**src/rtl/rgb_mixer_pkg.sv**
```systemverilog
// -----------------------------------------------------------------------------
// rgb_mixer_pkg
// Shared definitions for the quadrature encoder counter.
//   - PH_* : the four quadrature phases of {a,b}, listed in counting-up order
//   - dec_e: result of decoding one {prev_ab, a, b} transition
//   - phase_up(): the phase that follows a given phase when rotating up
// -----------------------------------------------------------------------------
package rgb_mixer_pkg;

   localparam logic [1:0] PH_00 = 2'b00;
   localparam logic [1:0] PH_01 = 2'b01;
   localparam logic [1:0] PH_11 = 2'b11;
   localparam logic [1:0] PH_10 = 2'b10;

   typedef enum logic [1:0] {
      IDLE    = 2'b00,
      UP      = 2'b01,
      DOWN    = 2'b10,
      ILLEGAL = 2'b11
   } dec_e;

   // Gray sequence 00 -> 01 -> 11 -> 10 -> 00 is the "up" rotation.
   function automatic logic [1:0] phase_up(input logic [1:0] ph);
      logic [1:0] nxt;
      case (ph)
         PH_00:   nxt = PH_01;
         PH_01:   nxt = PH_11;
         PH_11:   nxt = PH_10;
         PH_10:   nxt = PH_00;
         default: nxt = PH_00;
      endcase
      return nxt;
   endfunction

endpackage

```
**src/rtl/quad_step_decode.sv**
```systemverilog
// -----------------------------------------------------------------------------
// quad_step_decode
// Purely combinational classification of one quadrature transition.
// Ports:
//   prev_ab : input  [1:0]  {a,b} sampled on the previous edge
//   cur_ab  : input  [1:0]  {a,b} as seen at the current edge
//   result  : output dec_e  IDLE / UP / DOWN / ILLEGAL
// A move of two phases (00<->11, 01<->10) cannot be attributed to a direction
// and is reported as ILLEGAL.
// -----------------------------------------------------------------------------
module quad_step_decode
   import rgb_mixer_pkg::*;
(
   input  logic [1:0] prev_ab,
   input  logic [1:0] cur_ab,
   output dec_e       result
);

   // Classify the transition relative to the up-rotation sequence.
   always_comb begin
      result = IDLE;
      if (cur_ab == prev_ab) begin
         result = IDLE;
      end else if (cur_ab == phase_up(prev_ab)) begin
         result = UP;
      end else if (prev_ab == phase_up(cur_ab)) begin
         result = DOWN;
      end else begin
         result = ILLEGAL;
      end
   end

endmodule

```
**src/rtl/encoder_counter.sv**
```systemverilog
// -----------------------------------------------------------------------------
// encoder_counter
// Quadrature encoder detent counter with wrap or saturating arithmetic.
// Parameters:
//   WIDTH            width of value
//   STEPS_PER_DETENT valid transitions per count change (1, 2 or 4)
//   INCREMENT        amount added/subtracted per detent
//   SATURATE         1 = clamp to [0, 2^WIDTH-1], 0 = modulo wrap
//   RESET_VALUE      value loaded by reset_n and clr
// Ports:
//   clk     : input   clock, all state on rising edge
//   reset_n : input   synchronous active-low reset
//   a, b    : input   debounced encoder channels, synchronous to clk
//   clr     : input   synchronous clear of value and sub-position
//   value   : output  registered count
//   step    : output  one-cycle pulse per completed detent
//   dir     : output  direction of last detent (1 = up), held between detents
//   err     : output  one-cycle pulse on an illegal transition
// -----------------------------------------------------------------------------
module encoder_counter
   import rgb_mixer_pkg::*;
#(
   parameter int WIDTH            = 8,
   parameter int STEPS_PER_DETENT = 4,
   parameter int INCREMENT        = 1,
   parameter int SATURATE         = 0,
   parameter int RESET_VALUE      = 0
)(
   input  logic             clk,
   input  logic             reset_n,
   input  logic             a,
   input  logic             b,
   input  logic             clr,
   output logic [WIDTH-1:0] value,
   output logic             step,
   output logic             dir,
   output logic             err
);

   // Sub-position spans -4..+4 at most, which fits a 4-bit signed register.
   localparam logic signed [3:0] STEPS_S = 4'(STEPS_PER_DETENT);
   localparam logic [WIDTH-1:0]  RST_VAL = WIDTH'(RESET_VALUE);
   localparam logic [WIDTH:0]    INC_EXT = (WIDTH+1)'(INCREMENT);

   logic [1:0]        prev_ab_r;
   logic signed [3:0] sub_r;
   logic [WIDTH-1:0]  value_r;
   logic              step_r;
   logic              dir_r;
   logic              err_r;

   dec_e              dec_s;
   logic signed [3:0] sub_inc_s;
   logic signed [3:0] sub_dec_s;
   logic [WIDTH:0]    sum_s;
   logic [WIDTH:0]    diff_s;
   logic [WIDTH-1:0]  value_up_s;
   logic [WIDTH-1:0]  value_dn_s;
   logic signed [3:0] sub_nxt_s;
   logic [WIDTH-1:0]  value_nxt_s;
   logic              step_nxt_s;
   logic              dir_nxt_s;
   logic              err_nxt_s;

   quad_step_decode u_decode (
      .prev_ab (prev_ab_r),
      .cur_ab  ({a, b}),
      .result  (dec_s)
   );

   assign sub_inc_s = sub_r + 4'sd1;
   assign sub_dec_s = sub_r - 4'sd1;

   // The extra MSB of sum/diff is the carry/borrow used for clamping.
   assign sum_s  = {1'b0, value_r} + INC_EXT;
   assign diff_s = {1'b0, value_r} - INC_EXT;

   // Candidate count after an up or down detent, wrapped or clamped.
   always_comb begin
      value_up_s = sum_s[WIDTH-1:0];
      value_dn_s = diff_s[WIDTH-1:0];
      if ((SATURATE != 0) && sum_s[WIDTH]) begin
         value_up_s = '1;
      end else begin
         value_up_s = sum_s[WIDTH-1:0];
      end
      if ((SATURATE != 0) && diff_s[WIDTH]) begin
         value_dn_s = '0;
      end else begin
         value_dn_s = diff_s[WIDTH-1:0];
      end
   end

   // Next-state for sub-position and outputs from the decoded transition.
   always_comb begin
      sub_nxt_s   = sub_r;
      value_nxt_s = value_r;
      step_nxt_s  = 1'b0;
      dir_nxt_s   = dir_r;
      err_nxt_s   = 1'b0;
      case (dec_s)
         UP: begin
            if (sub_inc_s == STEPS_S) begin
               value_nxt_s = value_up_s;
               sub_nxt_s   = 4'sd0;
               step_nxt_s  = 1'b1;
               dir_nxt_s   = 1'b1;
            end else begin
               sub_nxt_s   = sub_inc_s;
            end
         end
         DOWN: begin
            if (sub_dec_s == -STEPS_S) begin
               value_nxt_s = value_dn_s;
               sub_nxt_s   = 4'sd0;
               step_nxt_s  = 1'b1;
               dir_nxt_s   = 1'b0;
            end else begin
               sub_nxt_s   = sub_dec_s;
            end
         end
         ILLEGAL: begin
            err_nxt_s = 1'b1;
         end
         IDLE: begin
            sub_nxt_s = sub_r;
         end
         default: begin
            sub_nxt_s = sub_r;
         end
      endcase
   end

   // State register; prev_ab tracks the inputs even during reset and clr so
   // the first following cycle compares against a fresh sample.
   always_ff @(posedge clk) begin
      if (!reset_n) begin
         prev_ab_r <= {a, b};
         sub_r     <= 4'sd0;
         value_r   <= RST_VAL;
         step_r    <= 1'b0;
         err_r     <= 1'b0;
         dir_r     <= 1'b1;
      end else if (clr) begin
         prev_ab_r <= {a, b};
         sub_r     <= 4'sd0;
         value_r   <= RST_VAL;
         step_r    <= 1'b0;
         err_r     <= 1'b0;
      end else begin
         prev_ab_r <= {a, b};
         sub_r     <= sub_nxt_s;
         value_r   <= value_nxt_s;
         step_r    <= step_nxt_s;
         err_r     <= err_nxt_s;
         dir_r     <= dir_nxt_s;
      end
   end

   assign value = value_r;
   assign step  = step_r;
   assign dir   = dir_r;
   assign err   = err_r;

endmodule

```
**config.mk**
```make
export PLATFORM = sky130hd
export DESIGN_NAME = encoder_counter
export DESIGN_NICKNAME = d
export VERILOG_FILES = /design/src/rtl/rgb_mixer_pkg.sv /design/src/rtl/quad_step_decode.sv /design/src/rtl/encoder_counter.sv
export SDC_FILE = /design/constraint.sdc
export NUM_CORES = 1
export LEC_CHECK = 0
export CAP_MARGIN = 20
export CORE_UTILIZATION = 30
export CTS_CLUSTER_SIZE = 24
export DETAILED_ROUTE_END_ITERATION = 10
export PLACE_DENSITY = 0.51
export SYNTH_ARGS = -nofsm -noshare
export SYNTH_HDL_FRONTEND = slang
export SYNTH_SLANG_ARGS = --single-unit
```
**constraint.sdc**
```tcl
create_clock -name clk -period 5.3 [get_ports clk]
set_input_delay 0.795 -clock clk [delete_from_list [all_inputs] [get_ports clk]]
set_output_delay 0.795 -clock clk [all_outputs]
set_load 0.01 [all_outputs]
```
==> results_dict.tcl, run 1 <==
set metrics [dict create \
    power.internal_mw 0.232 \
    path_max_fanout 27 \
    synthTopCellsByArea "dfxtp_1 26%, ha_1 7.7%, nor2_1 4.3%" \
    routedWlPerCell_um 12.7 \
    cp_cell_sequence "clkdlybuf4s50_1 > nand2_1 > o21ai_0 > o21ai_0 > ha_1 > xor2_1 > ha_1 > a21boi_1 > o22a_2 > a211o_1 > a31oi_1 > xnor2_1 > nor2_1" \
    final_nets 178 \
    cts_htree_levels 1 \
    port_buffers 15 \
    dieHeight_um 67.7 \
    ioPinCount 16 \
    critical_path_class "input pin to register" \
    max_cap_viol_count 0 \
    power.density_nw_per_um2 236 \
    syn_area_per_cell_sq_um 8.25 \
    final_max_slew_viol_count 0 \
    syn_nets 170 \
    nFillCells 444 \
    drtIter0Drc 56 \
    drive_above_1_share 0.0671 \
    vias 1138 \
    slowest_stage "ha_1" \
    pwr-share-clk 0.286 \
    placed_area_sq_um 1410 \
    cts-root-buf "clkbuf_8" \
    crit_required_ns 5.43 \
    yosysTopAreaCell "dfxtp_1" \
    crit_arrival_ns 4.18 \
    first_global_vias 1101 \
    fin_crit_sh 0.764 \
    cp_num_buf_inv 1 \
    critPathMaxStageDelay_ns 0.87 \
    dp_cells 210 \
    pwr-share-seq 0.425 \
    regArea_sq_um 340 \
    yosysSeqAreaShare 0.263 \
    startpoint_type "input pin" \
    fin_skew_ns 0.00334 \
    dr.pass1.iters 4 \
    tns_ns 0 \
    cts_resized 0 \
    insertion_delay_ns 0.25 \
    numCtsBuffers 3 \
    die_area_sq_um 4580 \
    grt_max_degree 28 \
    ctsLongestPathBuffers 2 \
    postSynthCellCount 157 \
    hpwl_um 1940 \
    fin_ws_ns 1.25 \
    final-hold-violation-count 0 \
    grt-ovfl-total 0 \
    swShare 0.321 \
    worst_pin_slew_ns 0.942 \
    synth_edf_count 0 \
    grt_first_pass_wirelength_um 4790 \
    n_antenna_cell 0 \
    cts.clk_slew.worst_paths_ns 0.06 \
    min_path_type "register to register" \
    critPathCaptureType "register" \
    final.min_clock_period_ns 4.05 \
    power.leakage_nw 0.559 \
    start_util 0.317 \
    synth_cell_type_count 51 \
    ys.flop_type "dfxtp_1" \
    coreArea_sq_um 4090 \
    fmax_ghz 0.247 \
    cts_setup_buffers 0 \
    cts_tree "built" \
    synth-async-reset-ratio 0 \
    ant_nets 0 \
    crit_family "compound AO/OA/AOI/OAI gates" \
    cts_sinks 17 \
    remaining_drc_errors 0 \
    rows 23 \
    ys_ff_latch 17 \
    syn_to_final_growth_pct 12.2 \
    routed_wl_um 2720 \
    rsz0062_at_grt "false" \
    pre_cts_slack_ns 0.957 \
    p_comb_frac 0.289 \
    synth_top_area_frac 0.263 \
    irDropWorstVdd_mv 0.139 \
    setup_violations 0 \
    multiInputGateArea_sq_um 840 \
    gp_congestion 0.777 \
    timing.hold.ws_ns 0.490 \
    final_cell_area_sq_um 1450 \
    switchingPower_mw 0.110 \
    syn-cell-area_sq_um 1290 \
    postCtsHoldBufs 0 \
    grt_usage 0.139 \
    maxSlewHeadroom 0.372 \
    avgViaCountPerCell 5.32 \
    status "completed" \
    yosysWarnings 0 \
    die_w_um 67.7 \
    antenna_found_initial 0 \
    final_cells 214 \
]
## final cells by class
class | count | area share
clock buffer | 4 | 0.0310
inverter | 4 | 0.0103
multi-input combinational | 124 | 0.578
sequential | 17 | 0.234
tap | 50 | 0.0431
timing repair buffer | 15 | 0.103
## metrics by stage
stage,util,power [mW]
floorplan,-,0.229
global placement,0.344,0.245
detailed placement,0.344,0.248
CTS,0.355,0.348
global route,0.355,0.368
finish,0.355,0.343
## power groups by stage
stage	clock network [mW]	logic (mW)	registers (mW)
global route	0.108	0.113	0.147
floorplan	0	0.0834	0.145
finish	0.0981	0.0990	0.145
detailed placement	0	0.0991	0.148
global placement	0	0.0973	0.148
CTS	0.103	0.0996	0.145
## final timing paths
path | start | endpoint | slack [ns] | cells after the start
worst max-delay path | a | value[6] | 1.25 | 13
worst min register to register | value[7] | value[7] | 0.49 | 2
worst max register to register | prev_ab_r[1] | value[6] | 2.01 | 12
worst min-delay path | value[7] | value[7] | 0.49 | 2
## per-layer routing
layer  GRT usage  part of all wire  up-vias
li1            -                 -      576
met1       0.171              0.47      526
met2       0.225              0.46       30
met3      0.0439             0.049        6
met4      0.0505             0.018        0
met5           0                 0        -
## flip-flops by register name, summed over array words and instances (netlist names)
name       cells
prev_ab_r      2
sub_r          4
dir            1
value          8
step           1
err            1
## cell usage after synthesis, drive strengths merged, types with 2 or more instances
library cell,instances
a31oi,3
inv,4
or3,4
nor3,3
nand3,2
mux2,2
o211ai,2
nor2,15
a21oi,12
nor3b,3
nand2,12
buf,9
o21ai,10
xor2,5
dfxtp,17
nor2b,6
nand2b,3
o21a,2
a221oi,3
ha,8
nand4,3
xnor2,3
mux2i,2
o21bai,2
or4,2
clkbuf,2
## worst register-to-register path, delay by kind of cell (launching register included)
family                     cells  cell delay [ns]
AOI/OAI and AO/OA              6             1.30
xor gates and xnor gates       2             0.28
adders and majority gates      2             1.13
DFF                            1             0.33
and+or+nand+nor                2             0.13
## cell usage in the layout (no fill, tap or decap), types with 2 or more instances in the layout
cell type,netlist,final
a31oi_1,3,3
o21a_1,2,2
a21oi_2,2,2
o21ai_2,2,2
nand3_1,2,2
nand2b_1,3,3
clkbuf_8,0,3
clkdlybuf4s50_1,0,15
or4_1,2,2
nand2_1,12,12
xor2_1,5,5
nand4_1,3,3
o21ai_0,8,8
a21oi_1,10,10
xnor2_1,3,3
nor3b_1,3,3
dfxtp_1,17,17
nor2b_1,6,6
o211ai_1,2,2
nor3_1,3,3
a221oi_1,3,3
or3_1,4,4
inv_1,4,4
nor2_1,15,15
o21bai_1,2,2
mux2i_1,2,2
ha_1,8,8
## kinds of logic after synthesis
logic type | synth area share
adders and majority gates | 0.0773
and+or+nand+nor | 0.245
AOI/OAI and AO/OA | 0.236
buffers and inverters | 0.0889
muxes | 0.0357
xor gates and xnor gates | 0.0541
DFF | 0.263
Note: power is estimated with default switching activity, not from simulation.
==> inputs of run 2 (changes only) <==
--- a/config.mk
+++ b/config.mk
@@ -9,7 +9,7 @@
 export CORE_UTILIZATION = 30
 export CTS_CLUSTER_SIZE = 24
 export DETAILED_ROUTE_END_ITERATION = 10
-export PLACE_DENSITY = 0.51
+export PLACE_DENSITY = 0.53
 export SYNTH_ARGS = -nofsm -noshare
 export SYNTH_HDL_FRONTEND = slang
 export SYNTH_SLANG_ARGS = --single-unit
==> constraint.sdc (replaced) <==
create_clock -name clk -period 3.7 [get_ports clk]
set_input_delay 0.555 -clock clk [delete_from_list [all_inputs] [get_ports clk]]
set_output_delay 0.555 -clock clk [all_outputs]
set_load 0.01 [all_outputs]
==> results_dict.tcl, run 2 (synthesis gave the netlist of run 1 again) <==
set metrics [dict create \
    power.density_nw_per_um2 341 \
    cts_sinks 17 \
    postCtsHoldBufs 0 \
    power.leakage_nw 0.579 \
    fmax_ghz 0.317 \
    crit_arrival_ns 3.34 \
    fin_crit_sh 0.853 \
    regArea_sq_um 340 \
    hpwl_um 1940 \
    max_cap_viol_count 0 \
    rsz0062_at_grt "false" \
    whs_path_depth 2 \
    startpoint_type "input pin" \
    endpoint "value[7]" \
    ioPinCount 16 \
    cts_setup_buffers 0 \
    grt_first_pass_wirelength_um 4600 \
    n_antenna_cell 0 \
    antenna_found_initial 0 \
    cp_num_buf_inv 2 \
    port_buffers 15 \
    cts-root-buf "clkbuf_8" \
    crit_family "buffers and inverters" \
    ff2ff_setup_slack_ns 1.08 \
    dieHeight_um 67.7 \
    cts_resized 0 \
    layout_commonest_cell "dfxtp_1" \
    critPathCaptureType "register" \
    ctsLongestPathBuffers 2 \
    die_w_um 67.7 \
    avgViaCountPerCell 5.29 \
    vias 1153 \
    dp_cells 214 \
    drive_above_1_share 0.0893 \
    die_area_sq_um 4580 \
    final_cell_mix "17 x dfxtp_1, 15 x nor2_1, 15 x clkdlybuf4s50_1" \
    grt_usage 0.130 \
    nFillCells 451 \
    coreArea_sq_um 4090 \
    min_path_type "register to register" \
    setup_violations 0 \
    status "completed" \
    first_global_vias 1009 \
    final_cells 218 \
    crit_required_ns 3.89 \
    maxSlewHeadroom 0.685 \
    tns_ns 0 \
    fin_skew_ns 0.00517 \
    grt-ovfl-total 0 \
    numCtsBuffers 3 \
    remaining_drc_errors 0 \
    cts_htree_levels 1 \
    path_depth 11 \
    path_max_fanout 13 \
    critical_path_class "input pin to register" \
    largest_reg_flops 8 \
    r2r_start "prev_ab_r[1]" \
    final.min_clock_period_ns 3.16 \
    irDropWorstVdd_mv 0.102 \
    final-hold-violation-count 0 \
    dr.pass1.iters 4 \
    grt_max_degree 14 \
    ant_nets 0 \
    cts_tree "built" \
    reg2reg_depth 11 \
    cp_cell_sequence "clkdlybuf4s50_1 > mux2i_1 > o21a_1 > ha_1 > buf_4 > nor3b_1 > o21ai_2 > o2bb2ai_1 > mux2_4 > or3_1 > a21oi_1" \
    worst_pin_slew_ns 0.472 \
    final_max_slew_viol_count 0 \
    gp_congestion 0.778 \
    critPathMaxStageDelay_ns 0.58 \
    multiInputGateArea_sq_um 840 \
    slowest_stage "clkdlybuf4s50_1" \
    start_util 0.317 \
    routed_wl_um 2700 \
    routedWlPerCell_um 12.4 \
    drtIter0Drc 53 \
    critPathLaunch "a" \
    syn_to_final_growth_pct 14.5 \
    final_nets 182 \
    cts.clk_slew.worst_paths_ns 0.07 \
    rows 23 \
    timing.rr.end "value[7]" \
    insertion_delay_ns 0.26 \
]
run 2: how the worst min path moves through the flow:
stage	start	endpoint	slack [ns]
after CTS	value[7]	value[7]	0.49
after floorplan	value[7]	value[7]	0.50
final	value[7]	value[7]	0.49
after global placement	value[7]	value[7]	0.48
after global routing	value[7]	value[7]	0.51
after detailed placement	value[7]	value[7]	0.48
run 2: metal layers:
layer / vias to the layer above / part of all wire / GRT usage
li1: 588 / - / -
met1: 536 / 0.49 / 0.163
met2: 24 / 0.47 / 0.223
met3: 5 / 0.031 / 0.0203
met4: 0 / 0.012 / 0.0479
met5: - / 0 / 0
run 2: through the flow:
step	setup WS (ns)	utilization	hold slack [ns]	total power [mW]	instance area, sq um
floorplan	0.576	-	0.502	0.327	1290
global placement	0.417	0.352	0.477	0.357	1440
detailed placement	0.338	0.352	0.482	0.362	1440
CTS	0.569	0.363	0.493	0.511	1480
global route	0.295	0.363	0.513	0.535	1480
finish	0.543	0.363	0.487	0.505	1480
run 2: area by class of cell:
| type | instances | area share |
|---|---|---|
| tap | 50 | 0.0422 |
| inverter | 4 | 0.0101 |
| multi-input combinational | 124 | 0.566 |
| clock buffer | 4 | 0.0304 |
| sequential | 17 | 0.230 |
| timing repair buffer | 19 | 0.122 |
run 2: power breakdown:
group	internal, mW	switching, mW	leakage (nW)	total, mW
logic	0.0699	0.0793	0.417	0.149
clock network	0.0767	0.0708	0.0228	0.147
registers	0.193	0.0156	0.139	0.208
total	0.339	0.166	0.579	0.505
run 2: worst reg2reg max path: stages (launching register included):
cell and delay [ns]:
dfxtp_1 0.33, nand2_1 0.08, o21ai_0 0.08, o21ai_0 0.22, ha_1 0.32, buf_4 0.23, nor3b_1 0.29, o21ai_2 0.10
o2bb2ai_1 0.15, mux2_4 0.31, or3_1 0.30, a21oi_1 0.13
==> RTL edit: new RTL, config.mk and constraints of run 1 <==
`SATURATE`: 0 -> 1. Comments in the files are not updated.
--- a/src/rtl/encoder_counter.sv
+++ b/src/rtl/encoder_counter.sv
@@ -23,7 +23,7 @@
    parameter int WIDTH            = 8,
    parameter int STEPS_PER_DETENT = 4,
    parameter int INCREMENT        = 1,
-   parameter int SATURATE         = 0,
+   parameter int SATURATE         = 1,
    parameter int RESET_VALUE      = 0
 )(
    input  logic             clk,
Check against the original RTL: not equivalent (Yosys sat finds a counterexample within 10 cycles, from zero or initial values and one cycle with reset_n low).
==> RTL edit against run 1 <==
- setup slack better by 0.49 ns
- routed wire length is 18% higher
- area after synthesis is 0.87% higher
- sequential cell count stayed put
- first-iteration DRC count is 57% higher
- fmax is 14% higher
- sequential share of layout area is 0.82 points lower
- total power is 1.6% higher
- hold slack worse by 0.014 ns
- clock skew is 0.0017 ns lower
- register-to-register slack better by 0.37 ns
- sequential power hardly changed
- cell area is 3.6% higher
- critical endpoint is now value[4]
- highest routed layer unchanged
==> RTL edit: results (changes against run 1) <==
outcome:
  status: "finished clean"
routing:
  dr.max_layer_used: "met4"
  drt-total-wl_um: 3201  # +18%
  drtIter0Drc: 88  # +57%
  wl_met1_um: 1471  # +15%
  wl_met3_um: 194  # +46%
  vias_per_cell: 5.842  # +9.9%
cells_and_area:
  final-clk-cell-share_pct: 2.993  # -0.11 points
  drive_above_1_share_pct: 6.433  # -0.27 points
  buffer_area_share_pct: 9.975  # -0.36 points
  nNetsFinal: 185  # +3.9%
  num-multi-input-gates: 128  # +3.2%
grt:
  busiest_layer: "met2"
  track_usage_pct: 15.77  # +1.8 points
  use_met1_pct: 19.90  # +2.8 points
  met3_usage_pct: 2.667  # -1.7 points
  grt_pass1_wl_um: 5499  # +15%
  grt.met2_usage_pct: 26.10  # +3.6 points
  grt_max_degree: 21  # -25%
logic_synthesis:
  synthesis.nets: 177  # +4.1%
  synth_commonest_cells: "dfxtp_1 (17), nand2_1 (12), nor2_1 (12)"
  yosysSeqAreaShare_pct: 26.05  # -0.23 points
power:
  ir_drop_uv: 102.0  # -26%
  total_leakage_power_nw: 0.5738  # +2.7%
  p_seq_share_pct: 41.7  # -0.8 points
  power_clock_w: 0.000101
  power_per_cell_area_nw_per_um2: 231.3  # -1.9%
  switching_share_pct: 33.14  # +1.0 points
critical_path:
  cp_slowest_cell: "or4b_2"
  ff2ff_setup_slack_ns: 2.38  # +0.37 ns
  arrival_ns: 3.77  # -0.41 ns
  crit_path_end: "value[4]"
  cpPeakStageDelay_ns: 0.67  # -0.20 ns
  crit_family: "simple AND/OR/NAND/NOR gates"
place:
  port_buffers: 15  # unchanged
  dpl-instance-area_um2: 1460  # +3.7%
  gp_congestion: 0.8040  # +3.5%
hold_path:
  min_from: "dir"
  hold_end: "dir"
  hold_path_class: "register to register"
  hold_depth: 1  # -1
sta:
  skew_ns: 0.001628  # -0.001708 ns
  worst_slew_pin_slew_ns: 0.8311  # -0.1110 ns
RTL edit: changes by cell type after synthesis, sizes merged, moves of 3 or more:
cell    before  now
inv          4    7
xor2         5    1
a211oi       1    4
nand4        3    7
a32o         0    3
o311a        0    4
clkbuf       2    6
nand3        2    8
xnor2        3    0
nor2        15   12
a21oi       12    8
buf          9    6
RTL edit: through the flow:
stage	instances	hold WS (ns)	total power [W]	worst slack, ns
after detailed placement	217	0.4546	0.0002487	1.481
after global placement	217	0.4577	0.0002488	1.597
after CTS	221	0.4810	0.0003514	1.755
after global routing	221	0.5162	0.0003712	1.466
final	221	0.4762	0.0003481	1.736
after floorplan	164	0.5078	0.0002224	2.682
RTL edit: logic make-up after synthesis:
group	count (synthesis)	synth area share (%)
and+or+nand+nor	68	29.31
xor gates and xnor gates	1	0.6706
AOI/OAI and AO/OA	46	25.58
DFF	17	26.05
muxes	5	4.214
adders and majority gates	8	7.663
buffers and inverters	19	6.513
